### config.mk
export PLATFORM = sky130hd
export DESIGN_NAME = stump_mem_responder
export DESIGN_NICKNAME = d
export VERILOG_FILES = /design/src/rtl/stump_mem_responder.sv
export SDC_FILE = /design/constraint.sdc
export NUM_CORES = 1
export LEC_CHECK = 0
export ABC_CLOCK_PERIOD_IN_PS = 1500
export CAP_MARGIN = 20
export CORE_UTILIZATION = 30
export CTS_CLUSTER_SIZE = 14
export DETAILED_ROUTE_END_ITERATION = 10
export HOLD_SLACK_MARGIN = 0.08
export PLACE_DENSITY_LB_ADDON = 0.08
export SETUP_SLACK_MARGIN = 0.2
export SYNTH_ARGS = -nofsm -noshare
export SYNTH_HDL_FRONTEND = slang
export SYNTH_SLANG_ARGS = --single-unit
### constraint.sdc
create_clock -name clk -period 1.5 [get_ports clk]
set_clock_uncertainty 0.05 [all_clocks]
set_input_delay 0.375 -clock clk [delete_from_list [all_inputs] [get_ports clk]]
set_output_delay 0.375 -clock clk [all_outputs]
set_load 0.01 [all_outputs]
### src/rtl/stump_mem_responder.sv
// stump_mem_responder: bridges Stump core mem_ren/mem_wen accesses onto a req/ack external memory port (optional timeout: STUMP_MEM_TIMEOUT_EN)
module stump_mem_responder #(
  parameter int ADDR_W = 16,
  parameter int DATA_W = 16,
  parameter int TIMEOUT = 255,
  parameter logic [DATA_W-1:0] ERR_DATA = 16'hDEAD
) (
  input  logic              clk,
  input  logic              rst_n,
  input  logic              mem_ren,
  input  logic              mem_wen,
  input  logic [ADDR_W-1:0] address,
  input  logic [DATA_W-1:0] data_out,
  output logic [DATA_W-1:0] data_in,
  output logic              mem_stall,
  output logic              ext_req,
  output logic              ext_we,
  output logic [ADDR_W-1:0] ext_addr,
  output logic [DATA_W-1:0] ext_wdata,
  input  logic [DATA_W-1:0] ext_rdata,
  input  logic              ext_ack,
  output logic              bus_err
);
  typedef enum logic [1:0] {IDLE, REQ, RESP} state_t;
  state_t r_state;
  logic r_req, r_we;
  logic [ADDR_W-1:0] r_addr;
  logic [DATA_W-1:0] r_wdata, r_data_in;
  logic w_req;
  assign w_req = mem_ren | mem_wen;
  // stall the core from the request cycle until the single RESP cycle
  assign mem_stall = (r_state == IDLE) ? w_req : (r_state == REQ);
  assign ext_req = r_req;
  assign ext_we = r_we;
  assign ext_addr = r_addr;
  assign ext_wdata = r_wdata;
  assign data_in = r_data_in;
`ifdef STUMP_MEM_TIMEOUT_EN
  localparam int CW = ($clog2(TIMEOUT + 1) > 8) ? $clog2(TIMEOUT + 1) : 8;
  logic [CW-1:0] r_cnt;
  logic r_bus_err;
  assign bus_err = r_bus_err;
`else
  assign bus_err = 1'b0;
`endif
  // access FSM: latch core request in IDLE, hold it on the bus until ack (or timeout), release core in RESP
  always_ff @(posedge clk or negedge rst_n) begin
    if (!rst_n) begin
      r_state <= IDLE;
      r_req <= 1'b0;
      r_we <= 1'b0;
      r_addr <= '0;
      r_wdata <= '0;
      r_data_in <= '0;
`ifdef STUMP_MEM_TIMEOUT_EN
      r_cnt <= '0;
      r_bus_err <= 1'b0;
`endif
    end else begin
      case (r_state)
        IDLE: if (w_req) begin
          r_addr <= address;
          r_wdata <= data_out;
          r_we <= mem_wen;
          r_req <= 1'b1;
          r_state <= REQ;
`ifdef STUMP_MEM_TIMEOUT_EN
          r_cnt <= '0;
`endif
        end
        REQ: if (ext_ack) begin
          r_req <= 1'b0;
          if (!r_we) r_data_in <= ext_rdata;
          r_state <= RESP;
        end
`ifdef STUMP_MEM_TIMEOUT_EN
        else if (r_cnt == CW'(TIMEOUT - 1)) begin
          r_req <= 1'b0;
          if (!r_we) r_data_in <= ERR_DATA;
          r_bus_err <= 1'b1;
          r_state <= RESP;
        end else r_cnt <= r_cnt + 1'b1;
`endif
        default: r_state <= IDLE;
      endcase
    end
  end
endmodule

==> results of run 1 <==
-- kinds of logic after synthesis --
group                  after synthesis  share of synthesized area [%]
AO/OA/AOI/OAI                        4                          1.600
buffers and inverters                7                          3.261
flip-flops                          52                          64.00
multiplexers                        48                          28.43
other                                1                         0.1844
AND/OR/NAND/NOR                      8                          2.523
-- through the flow --
step,cell area [sq um],hold WS (ns),setup slack [ns]
after global routing,3689,0.4446,-0.1551
after floorplan,2170,0.02941,0.03036
after global placement,3323,0.3348,-0.4813
final,3689,0.4552,-0.1053
after CTS,3587,0.4312,-0.08792
after detailed placement,3323,0.3466,-0.5182
-- registers in the layout (all words and copies together), names as in the netlist --
signal     flops
ext_req        1
r_state        2
ext_addr      16
ext_we         1
ext_wdata     16
data_in       16
-- repair_timing --
item                       in CTS  in global routing
gates cloned                    4                  1
hold endpoints to repair       52                  0
hold buffers                    1                  0
buffers inserted               29                  8
resized for setup             228                  3
pin swaps                       4                  0
setup endpoints to repair     100                 64
-- final cells by class --
| class | count | area, sq um | area share (%) |
|---|---|---|---|
| Clock buffer | 5 | 68.82 | 1.866 |
| Multi-Input combinational cell | 61 | 828.3 | 22.46 |
| Tap cell | 77 | 96.34 | 2.612 |
| Timing Repair Buffer | 156 | 1393 | 37.75 |
| Sequential cell | 52 | 1303 | 35.31 |
-- cell usage after synthesis, drive strengths merged --
master   n  area, sq um
nor3     1        5.000
a211oi   1        7.510
mux2    48        578.1
nor2     2        7.510
nand2b   1        6.260
a211o    1        8.760
dfrtp   52         1301
a22o     1        8.760
buf      7        66.31
o21a     1        7.510
conb     1        3.750
nand2    1        3.750
nor2b    2        20.02
and3b    1        8.760
-- worst max-delay path: stages, from the launching register on --
cell     delay, ns
dfrtp_1       0.41
buf_6         0.14
nor2_4        0.09
o21a_4        0.19
buf_12        0.12
buf_12        0.09
buf_16        0.11
mux2_4        0.29
-- final timing paths --
path	end	slack [ns]	cells past startpoint
max	ext_addr[14]	-0.11	7
min	r_state[0]	0.46	3
max reg2reg	ext_addr[14]	-0.11	7
min reg2reg	data_in[9]	0.46	1
max in group asynchronous	r_state[1]	0.60	3
min in group asynchronous	data_in[10]	0.55	3
-- power groups by stage --
stage                     logic, mW  clock network [mW]  registers (mW)
after floorplan                1.29                   0            2.80
after global placement         3.33                   0            2.47
after detailed placement       3.37                   0            2.51
after CTS                      3.60               0.750            2.45
after global routing           4.00               0.823            2.54
final                          3.78               0.726            2.46
-- layer usage --
metal  part of all wire, %  wire (microns)  global-route usage [%]
met1                    43            2322                   19.46
met4                  0.87              47                   4.232
met3                   6.5             355                   4.621
met5                     0               0                       0
met2                    50            2707                   27.12
==> impl_results.md, run 1 <==
- Status: finished, violations left
- Failing checks: DRC, setup timing
- Final net count: 329
- Clock share of power: 10.4%
- Commonest non-fill, non-tap cells in the layout: dfrtp_1, buf_2, mux2_4, clkdlybuf4s50_1, buf_4
- Mapped Area: 0.002033 sq mm
- Clk_lat worst skew: 0.29 ns
- GRT Total Usage: 15.80%
- GP Congestion: 0.7899
- Critical Path Source: r_state[0]
- Sequential share of power: 35.3%
- First drt pass iteration count: 9
- Post-DP HPWL: 3.446 mm
- Share of layout cells above drive strength 1: 59.12%
- WP data required: 1.63 ns
- Antenna violations before repair: 0
- #FFs+latches synth: 52
- Via density: between 4 and 5
- Die Ht: 84.33 microns
- Distinct cell type count after synthesis: 19
- Clock sinks: 52
- DRC: 7
- RSZ-0062 raised after global routing: yes
- Via Count: 1,563
- P_sw: 2.113 mW
- Buffers on Ports: between 100 and 150
- Fill cells: 548
- Fin. Hold Viols: 0
- Leak pwr: between 1.5 and 2 nW
- Fin cells: ~350
- CTS Buf Count: 5
- Area growth, synth to finish: 81.42%
- Hold_sp: ext_ack
- Comb power frac: between 50% and 60%
- Congestion Overflow GR: 0
- Core area: 0.006459 sq mm
- Peak VDD IR: around 0.85 mV
- Total design power: 6.966 mW
- Internal Power: 4.853 mW
- RR Startpoint: r_state[0]
- Total die area: around 0.0071 sq mm
- Crit Path Class: flip-flop to flip-flop
- Cell count after synthesis: 120
- Clock transition at path regs: 0.09 ns
- Startpoint type of the worst setup path: flip-flop
- Top Ports: 105
- Worst Path Max Fanout: 5
- Placed Cells: just over 300
- Ant. Diodes: 0
- Critical path endpoint category: flip-flop
- Initial Util: a little under a third
- Clk root buf: clkbuf_8
- # Max-Cap Violations: 0
- Fin worst setup slack: -0.1053 ns
- Maximum clock rate: between 600 and 700 MHz
- Longest Clk Path Bufs: 2
- Starting DRT DRC Count: 39
- First-pass GRT wire length: about 8.7 mm
- Period utilization: 107.0%
- WL/cell: 15.48 microns
- Switching share of total power: 30.33%
- Post-route ant nets: 0
- Min cycle time layout: 1.605 ns
- # H-tree levels: 2
- Yosys warns: 0
- FP Rows: 29
- Final setup viols: 49
- Power density cells: 1888 mW/mm^2
- Crit path DAT: between 1.5 and 2 ns
- HP Class: primary input to flip-flop
- CTS tree: yes
- Synthesized Nets: 173
- Max-slew violation count: 0
- Synth Area per Inst: 16.94 sq um
- Die Wd: about 84 microns
- Sequential-to-total area share from yosys stat: around 64%
- Sum Neg Setup Slack: -2.956 ns
- Drt total wl: 5.433 mm
- Post-layout util: between 50% and 60%
- Most common cell after layout, fill and taps aside: dfrtp_1
- Largest net degree at the start of global routing: 53
- Vias in the first global route: roughly 1,700
No activity file was read; power rests on OpenSTA's default activity.
==> run 2: changes to the inputs <==
- ABC_CLOCK_PERIOD_IN_PS: 1500 -> 1600
- HOLD_SLACK_MARGIN: 0.08 -> default
- clock period: 1.5 -> 1.6 ns (I/O delays scaled with it)
==> run 2 against run 1 <==
Compared with the run above:
- the run still ends with DRC, setup timing left
- sequential power fell by 6%
- hold slack got worse by 0.43 ns
- non-clock buffer count fell by 23
- wire length fell by 4.9%
- critical path type unchanged
==> impl_results.md, run 2 (synthesis gave the netlist of run 1 again) <==
- Status: finished, violations left (unchanged)
- Failing checks: DRC, setup timing (unchanged)
- Initial Util: 31.48% (unchanged)
- Flip-flop and latch area: 0.001301 sq mm (was 0.001303 sq mm)
- Dpl ws: -0.4503 ns (was -0.5182 ns)
- Worst reg-to-reg setup slack: -0.02 ns (was -0.11 ns)
- Worst Path Max Fanout: 7 (was 5)
- Antenna violations before repair: 0 (unchanged)
- Via density: 4.450 (was 4.453)
- Clock sinks: 52 (unchanged)
- Top Ports: 105 (unchanged)
- Sum Neg Setup Slack: -0.06718 ns (was -2.956 ns)
- Fin cells: 329 (was 351)
- Area growth, synth to finish: 71.63% (was 81.42%)
- Core area: 0.006459 sq mm (unchanged)
- Longest Clk Path Bufs: 2 (unchanged)
- Final net count: 306 (was 329)
- First-pass GRT wire length: 8.086 mm (was 8.700 mm)
- DRC: 14 (was 7)
- Final setup viols: 8 (was 49)
- First drt pass iteration count: 7 (was 9)
- Area of the multi-input gates: 808.3 sq um (was 828.3 sq um)
- Crit Path Class: flip-flop to flip-flop (unchanged)
- Post-route ant nets: 0 (unchanged)
- Starting DRT DRC Count: 51 (was 39)
- Power density cells: 1782 mW/mm^2 (was 1888 mW/mm^2)
- Clk_lat worst skew: 0.29 ns (about the same)
- Hold Buf Count CTS: 0 (was 1)
- WL/cell: 15.71 microns (was 15.48 microns)
- Die Ht: 84.33 microns (unchanged)
- Most common cell after layout, fill and taps aside: dfrtp_1 (unchanged)
- Ant. Diodes: 0 (unchanged)
- Peak VDD IR: 0.7544 mV (was 0.8536 mV)
- CTS Buf Count: 5 (unchanged)
- Placed Cells: 303 (unchanged)
- Buffers on Ports: 103 (unchanged)
- Clk root buf: clkbuf_8 (unchanged)
- Period utilization: 101.1% (was 107.0%)
- Fin. Hold Viols: 0 (unchanged)
- Fill cells: 567 (was 548)
- # H-tree levels: 2 (unchanged)
- Total design power: 6.220 mW (was 6.966 mW)
- GP Congestion: 0.7896 (was 0.7899)
- CTS tree: yes (unchanged)
- Critical path endpoint category: flip-flop (unchanged)
- R2R depth: 5 (was 7)
- Maximum clock rate: 618.5 MHz (was 622.9 MHz)
- FP Rows: 29 (unchanged)
- Crit path DAT: 1.75 ns (was 1.74 ns)
- Vias in the first global route: 1,571 (was 1,718)
- Die Wd: 84.33 microns (unchanged)
- Congestion Overflow GR: 0 (unchanged)
- HP Class: primary input to async pin (was primary input to flip-flop)
- Leak pwr: 1.654 nW (was 1.782 nW)
- WP data required: 1.73 ns (was 1.63 ns)
- Post-DP HPWL: 3.372 mm (was 3.446 mm)
- Max-slew violation count: 0 (unchanged)
- Fin worst setup slack: -0.01685 ns (was -0.1053 ns)
- # Max-Cap Violations: 0 (unchanged)
- Largest net degree at the start of global routing: 53 (unchanged)
- GRT Total Usage: 14.71% (was 15.80%)
- Share of layout cells above drive strength 1: 51.59% (was 59.12%)
- RSZ-0062 raised after global routing: yes (unchanged)
- Via Count: 1,464 (was 1,563)
- Startpoint type of the worst setup path: flip-flop (unchanged)
- Clock transition at path regs: 0.09 ns (about the same)
- Commonest non-fill, non-tap cells in the layout: dfrtp_1, clkdlybuf4s50_1, mux2_4 (was dfrtp_1, buf_2, mux2_4, clkdlybuf4s50_1, buf_4)
- Total die area: 0.007111 sq mm (unchanged)
- Drt total wl: 5.168 mm (was 5.433 mm)
- Min cycle time layout: 1.617 ns (was 1.605 ns)
run 2: changes by cell type in the layout (fill, tap and decap cells not counted), moves of 2 or more:
cell             change
buf_12               -4
mux2_2               +4
mux2_4               -4
buf_4               -16
clkbuf_2            +35
buf_6                -3
buf_2               -44
buf_16               -2
clkdlybuf4s15_1     +10
run 2: critical path, cell delays in order, from the launching register on:
cell       delay, ns
dfrtp_1         0.42
buf_6           0.13
nor2_2          0.15
o21a_4          0.26
clkbuf_16       0.20
mux2_4          0.30
run 2: per-stage QoR:
step | util (%) | hold slack [ns] | area, sq um
after global routing | 54.03 | 0.05222 | 3490
after detailed placement | 51.45 | 0.3628 | 3323
after global placement | 51.45 | 0.3599 | 3323
final | 54.03 | 0.02877 | 3490
after floorplan | - | 0.05441 | 2170
after CTS | 55.66 | 0.03327 | 3595
run 2: what timing repair did:
item | 4_1_cts | 5_1_grt
cloned | 2 | 2
endpoints found under the setup margin | 100 | 89
setup buffers | 12 | 4
gates resized for setup | 121 | 43
pin swaps | 2 | 2
run 2: routing by layer:
| layer | track usage [%] | up-vias | part of all wire (%) |
|---|---|---|---|
| li1 | - | 680 | - |
| met1 | 18.94 | 720 | 44 |
| met2 | 24.74 | 60 | 49 |
| met3 | 3.835 | 4 | 6.3 |
| met4 | 3.762 | 0 | 0.68 |
| met5 | 0 | - | 0 |
run 2: area by class of cell:
cell class                      count  share of cell area, %
Clock inverter                      1                 0.8605
Timing Repair Buffer              133                  33.95
Multi-Input combinational cell     61                  23.16
Sequential cell                    52                  37.29
Clock buffer                        5                  1.972
Tap cell                           77                  2.761
run 2: report_power, final:
| part | switching (mW) | total, mW | leakage, nW | internal [mW] |
|---|---|---|---|---|
| Clock | 0.390 | 0.839 | 0.0501 | 0.449 |
| Combinational | 1.12 | 3.06 | 0.994 | 1.94 |
| Sequential | 0.364 | 2.32 | 0.610 | 1.96 |
run 2: worst paths after layout:
check / start / end
setup / recovery: r_state[0] / ext_addr[7]
hold / removal: rst_n / data_in[10]
setup reg to reg: r_state[0] / ext_addr[7]
hold reg to reg: ext_addr[6] / ext_addr[6]
max in group asynchronous: rst_n / ext_wdata[9]
min in group clk: ext_addr[6] / ext_addr[6]
==> run 3: changes to the inputs <==
- GPL_TIMING_DRIVEN: default -> 0
- SKIP_LAST_GASP: default -> 1
==> run 3 against run 2 <==
Compared with the run above:
- the run still ends with DRC, setup timing left
- register-to-register slack is essentially flat
- flip-flop and latch count is the same
- core utilization grew 0.46 points
- sequential share of layout area shrank 0.32 points
- cell count grew 2.7%
- die area is the same
- setup slack gained 0.0090 ns
- hold slack gained 0.42 ns
- global-route usage grew 0.25 points
- cell area grew 0.86%
- clock-buffer cell count grew 1
- clock power shrank 9.4%
- largest cell class unchanged
- largest power group unchanged
==> impl_results.md, run 3 (synthesis gave the netlist of run 1 again) <==
- Power density cells: 1773 mW/mm^2 (was 1782 mW/mm^2)
- # H-tree levels: 2 (unchanged)
- # Max-Cap Violations: 0 (unchanged)
- Initial Util: 31.48% (unchanged)
- Maximum clock rate: 622.0 MHz (was 618.5 MHz)
- Commonest non-fill, non-tap cells in the layout: dfrtp_1, clkdlybuf4s50_1, mux2_4 (unchanged)
- Clock transition at path regs: 0.09 ns (about the same)
- Most common cell after layout, fill and taps aside: dfrtp_1 (unchanged)
- Final net count: 313 (was 306)
- Max-slew violation count: 0 (unchanged)
- Failing checks: DRC, setup timing (unchanged)
- Leak pwr: 1.696 nW (was 1.654 nW)
- Die Ht: 84.33 microns (unchanged)
- Fill cells: 567 (unchanged)
- CTS Buf Count: 5 (unchanged)
- Drt total wl: 5.267 mm (was 5.168 mm)
- WL/cell: 15.58 microns (was 15.71 microns)
- Vias in the first global route: 1,632 (was 1,571)
- Via density: 4.473 (was 4.450)
- Worst Path Max Fanout: 7 (unchanged)
- Starting DRT DRC Count: 42 (was 51)
- Longest Clk Path Bufs: 2 (unchanged)
- Buffers on Ports: 103 (unchanged)
- Share of layout cells above drive strength 1: 54.79% (was 51.59%)
- Fin worst setup slack: -0.007842 ns (was -0.01685 ns)
- Worst hold slack: 0.4483 ns (was 0.02877 ns)
- Post-route ant nets: 0 (unchanged)
- Die Wd: 84.33 microns (unchanged)
- Core area: 0.006459 sq mm (unchanged)
- Peak VDD IR: 0.8302 mV (was 0.7544 mV)
- First drt pass iteration count: 7 (unchanged)
- Largest net degree at the start of global routing: 40 (was 53)
- CTS tree: yes (unchanged)
- Status: finished, violations left (unchanged)
- Critical path endpoint category: flip-flop (unchanged)
- Post-layout util: 54.49% (was 54.03%)
- GRT Total Usage: 14.96% (was 14.71%)
- Congestion Overflow GR: 0 (unchanged)
- Via Count: 1,512 (was 1,464)
- Placed Area: 0.003312 sq mm (was 0.003323 sq mm)
- RSZ-0062 raised after global routing: yes (unchanged)
- Min cycle time layout: 1.608 ns (was 1.617 ns)
- First-pass GRT wire length: 8.231 mm (was 8.086 mm)
- Post-DP HPWL: 3.511 mm (was 3.372 mm)
- Clk_lat worst skew: 0.30 ns (was 0.29 ns)
- Startpoint type of the worst setup path: flip-flop (unchanged)
- Total die area: 0.007111 sq mm (unchanged)
- Top Ports: 105 (unchanged)
- DRC: 7 (was 14)
- FP Rows: 29 (unchanged)
- Crit path DAT: 1.74 ns (was 1.75 ns)
- Period utilization: 100.5% (was 101.1%)
- WP data required: 1.74 ns (was 1.73 ns)
- GP Congestion: 0.7804 (was 0.7896)
- Clk root buf: clkbuf_8 (unchanged)
- Ant. Diodes: 0 (unchanged)
- Crit Path Class: flip-flop to flip-flop (unchanged)
- Area of the multi-input gates: 813.3 sq um (was 808.3 sq um)
- Final setup viols: 7 (was 8)
- HP Class: primary input to flip-flop (was primary input to async pin)
- Area growth, synth to finish: 73.11% (was 71.63%)
- Finished Cell Area: 0.003520 sq mm (was 0.003490 sq mm)
- Antenna violations before repair: 0 (unchanged)
- Clock sinks: 52 (unchanged)
- Fin. Hold Viols: 0 (unchanged)
- Flip-flop and latch area: 0.001301 sq mm (unchanged)
==> run 3: what timing repair did <==
action	CTS	global route
hold endpoints to repair	13	0
pin swaps	1	2
endpoints found under the setup margin	100	95
resized for setup	122	59
cloned	1	2
hold buffers	1	0
setup buffers	19	6
==> run 3: where the power goes <==
group	switching [mW]	internal (mW)
registers	0.361	1.96
logic	1.15	2.01
clock network	0.414	0.346
total	1.93	4.32
==> run 3: area by class of cell <==
class | instances | area share (%)
buffer | 7 | 3.377
multi-input combinational | 61 | 23.11
clock inverter | 2 | 0.2844
sequential | 52 | 36.97
tap | 77 | 2.737
timing repair buffer | 133 | 31.18
clock buffer | 6 | 2.346
==> run 3: critical path: stages (launching register included) <==
cell and delay [ns]:
dfrtp_1 0.42, buf_6 0.14, nor2_4 0.09, o21a_1 0.17
buf_12 0.16, clkbuf_16 0.16, mux2_4 0.30
==> run 3: final timing paths <==
check | slack, ns | cells after the start | start | to
setup reg to reg | -0.008 | 6 | r_state[0] | ext_addr[12]
hold / removal | 0.45 | 2 | ext_ack | r_state[0]
min in group asynchronous | 0.48 | 2 | rst_n | data_in[13]
setup / recovery | -0.008 | 6 | r_state[0] | ext_addr[12]
hold reg to reg | 0.47 | 1 | ext_wdata[15] | ext_wdata[15]
max in group asynchronous | 0.51 | 3 | rst_n | ext_wdata[4]
==> run 3: per-stage QoR <==
step	TNS, ns	std cells	power, mW	worst slack, ns
final	-0.03045	338	6.242	-0.007842
after global routing	-1.701	338	6.610	-0.07059
after detailed placement	-14.40	301	5.496	-0.4967
after global placement	-83.62	300	5.419	-1.359
after floorplan	0	120	3.834	0.1304
after CTS	-0.8494	330	6.372	-0.07526
==> run 3: layer usage <==
layer	GRT usage (%)	part of all wire, %	up-vias
met4	3.762	0.99	0
li1	-	-	695
met2	26.68	50	59
met3	4.130	5.9	7
met1	17.84	43	751
met5	0	0	-
==> RTL edit: new RTL, flow settings as in run 2 <==
Encoding of `state_t`: now one-hot (3 bits for 3 states).
--- a/src/rtl/stump_mem_responder.sv
+++ b/src/rtl/stump_mem_responder.sv
@@ -21,7 +21,7 @@
   input  logic              ext_ack,
   output logic              bus_err
 );
-  typedef enum logic [1:0] {IDLE, REQ, RESP} state_t;
+  typedef enum logic [2:0] {IDLE = 3'b001, REQ = 3'b010, RESP = 3'b100} state_t;
   state_t r_state;
   logic r_req, r_we;
   logic [ADDR_W-1:0] r_addr;
Check against the original RTL: same outputs for any inputs over 10 cycles, from zero or initial values and one cycle with rst_n low; not proved beyond that.
==> RTL edit against run 2 <==
  * The flow finishes with violations (setup timing)
  * Synthesized area grew 6.6%
  * Core utilization decreased by 3.1 points
  * Worst setup slack got worse by 0.25 ns
  * First-iteration DRC count decreased by 61%
  * Wire length fell by 0.75%
  * Sequential cell count rose by 1
  * Cell area grew 0.18%
  * Global-route usage shrank 0.38 points
  * Combinational power grew 13%
  * Total power is 8.9% higher
  * Critical path type is now reg -> out
==> RTL edit: results (changes against run 2) <==
* Status: complete, but fails checks (unchanged)
* Failing checks: setup timing (was DRC, setup timing)
* Plain + repair buffers at 129 (was 133)
* Syn_area_per_cell at 18.1 um^2 (was 16.9 um^2)
* Fill cells at 593 (was 567)
* DP Worst Slack at -0.560 ns (was -0.450 ns)
* Seq/Total Area, Yosys at 0.612 (was 0.640)
* Seq area share at 0.380 (was 0.373)
* Psw at 2.06 mW (was 1.88 mW)
* Largest net degree at the start of global routing at 31 (was 53)
* Data buffer area share at 0.315 (was 0.340)
* CLK BUF at 7 (was 5)
* Sequential group share of total power at 0.353 (was 0.373)
* Placed cell count at 322 (was 303)
* GP Congestion at 0.677 (was 0.790)
* GRT Total Usage at 0.143 (was 0.147)
* Invs w/o clock at 1 (was 0)
* # setup viols final at 32 (was 8)
* Fin area at 3500 um^2 (was 3490 um^2)
* First-pass GRT wire length at 8180 um (was 8090 um)
* P_seq at 2.39 mW (was 2.32 mW)
* P_leak at 1.66 nW (was 1.65 nW)
* Top cells by count, synth: dfrtp_1 (52), mux2_4 (26), mux2_2 (22), buf_12 (3), buf_4 (2) (was dfrtp_1 (52), mux2_2 (38), mux2_4 (10), buf_4 (4), nor2_1 (2))
* Final WS setup at -0.269 ns (was -0.0169 ns)
* Netlist cell types at 20 (was 19)
* Post-DP Area at 3370 um^2 (was 3320 um^2)
* Avg WL per Cell at 14.8 um (was 15.7 um)
* Final WL at 5130 um (was 5170 um)
* IR Drop Worst-Case VDD at 0.737 mV (was 0.754 mV)
* Drt first pass iters at 4 (was 7)
* Vias/cell at 4.29 (was 4.45)
* Initial drt markers at 20 (was 51)
* Clock-cell share of area at 0.0333 (was 0.0283)
* Fin nets at 303 (was 306)
* TNS Setup at -6.04 ns (was -0.0672 ns)
[RTL edit: changes by cell type after synthesis, sizes merged]
cell	delta
nor3	-1
buf	-1
a211o	-1
a21o	+1
inv	+1
nor3b	+1
nand4bb	+1
or3b	+1
a211oi	-1
nor2b	-1
nor2	-1
o21bai	+1
dfstp	+1
and3b	-1
[RTL edit: routing by layer]
metal / track usage / up-vias / wire length, um
met4: 0.0455 / 0 / 50
met5: 0 / - / 0
met1: 0.174 / 750 / 2150
met2: 0.249 / 62 / 2580
met3: 0.0360 / 5 / 350
li1: - / 672 / -
[RTL edit: critical path, stage by stage, from the launching register on]
cell	delay, ns
dfstp_2	0.55
nor3b_4	0.19
o21a_2	0.17
nand2b_4	0.12
buf_6	0.10
[RTL edit: worst paths after layout]
check,from,to,slack [ns],depth (start not counted)
worst max-delay path,r_state[0],mem_stall,-0.27,4
worst min-delay path,rst_n,data_in[1],0.03,2
worst max register to register,r_state[0],ext_addr[1],-0.27,5
worst min register to register,ext_req,ext_req,0.44,1
max in group asynchronous,rst_n,ext_wdata[0],1.14,2
min in group clk,ext_req,ext_req,0.44,1
[RTL edit: cell families after synthesis]
logic type / Yosys count / synth area share
compound gates: 4 / 0.0150
buf+inv: 7 / 0.0415
flops: 53 / 0.612
mux: 48 / 0.294
other cells: 1 / 0.00173
simple gates: 7 / 0.0352
[RTL edit: timing repair]
| action | 4_1_cts | 5_1_grt |
|---|---|---|
| buffers inserted | 12 | 2 |
| resized for setup | 122 | 47 |
| cloned | 3 | 0 |
| setup endpoints to repair | 99 | 97 |
| hold endpoints to repair | 0 | 0 |
| pin swaps | 1 | 2 |
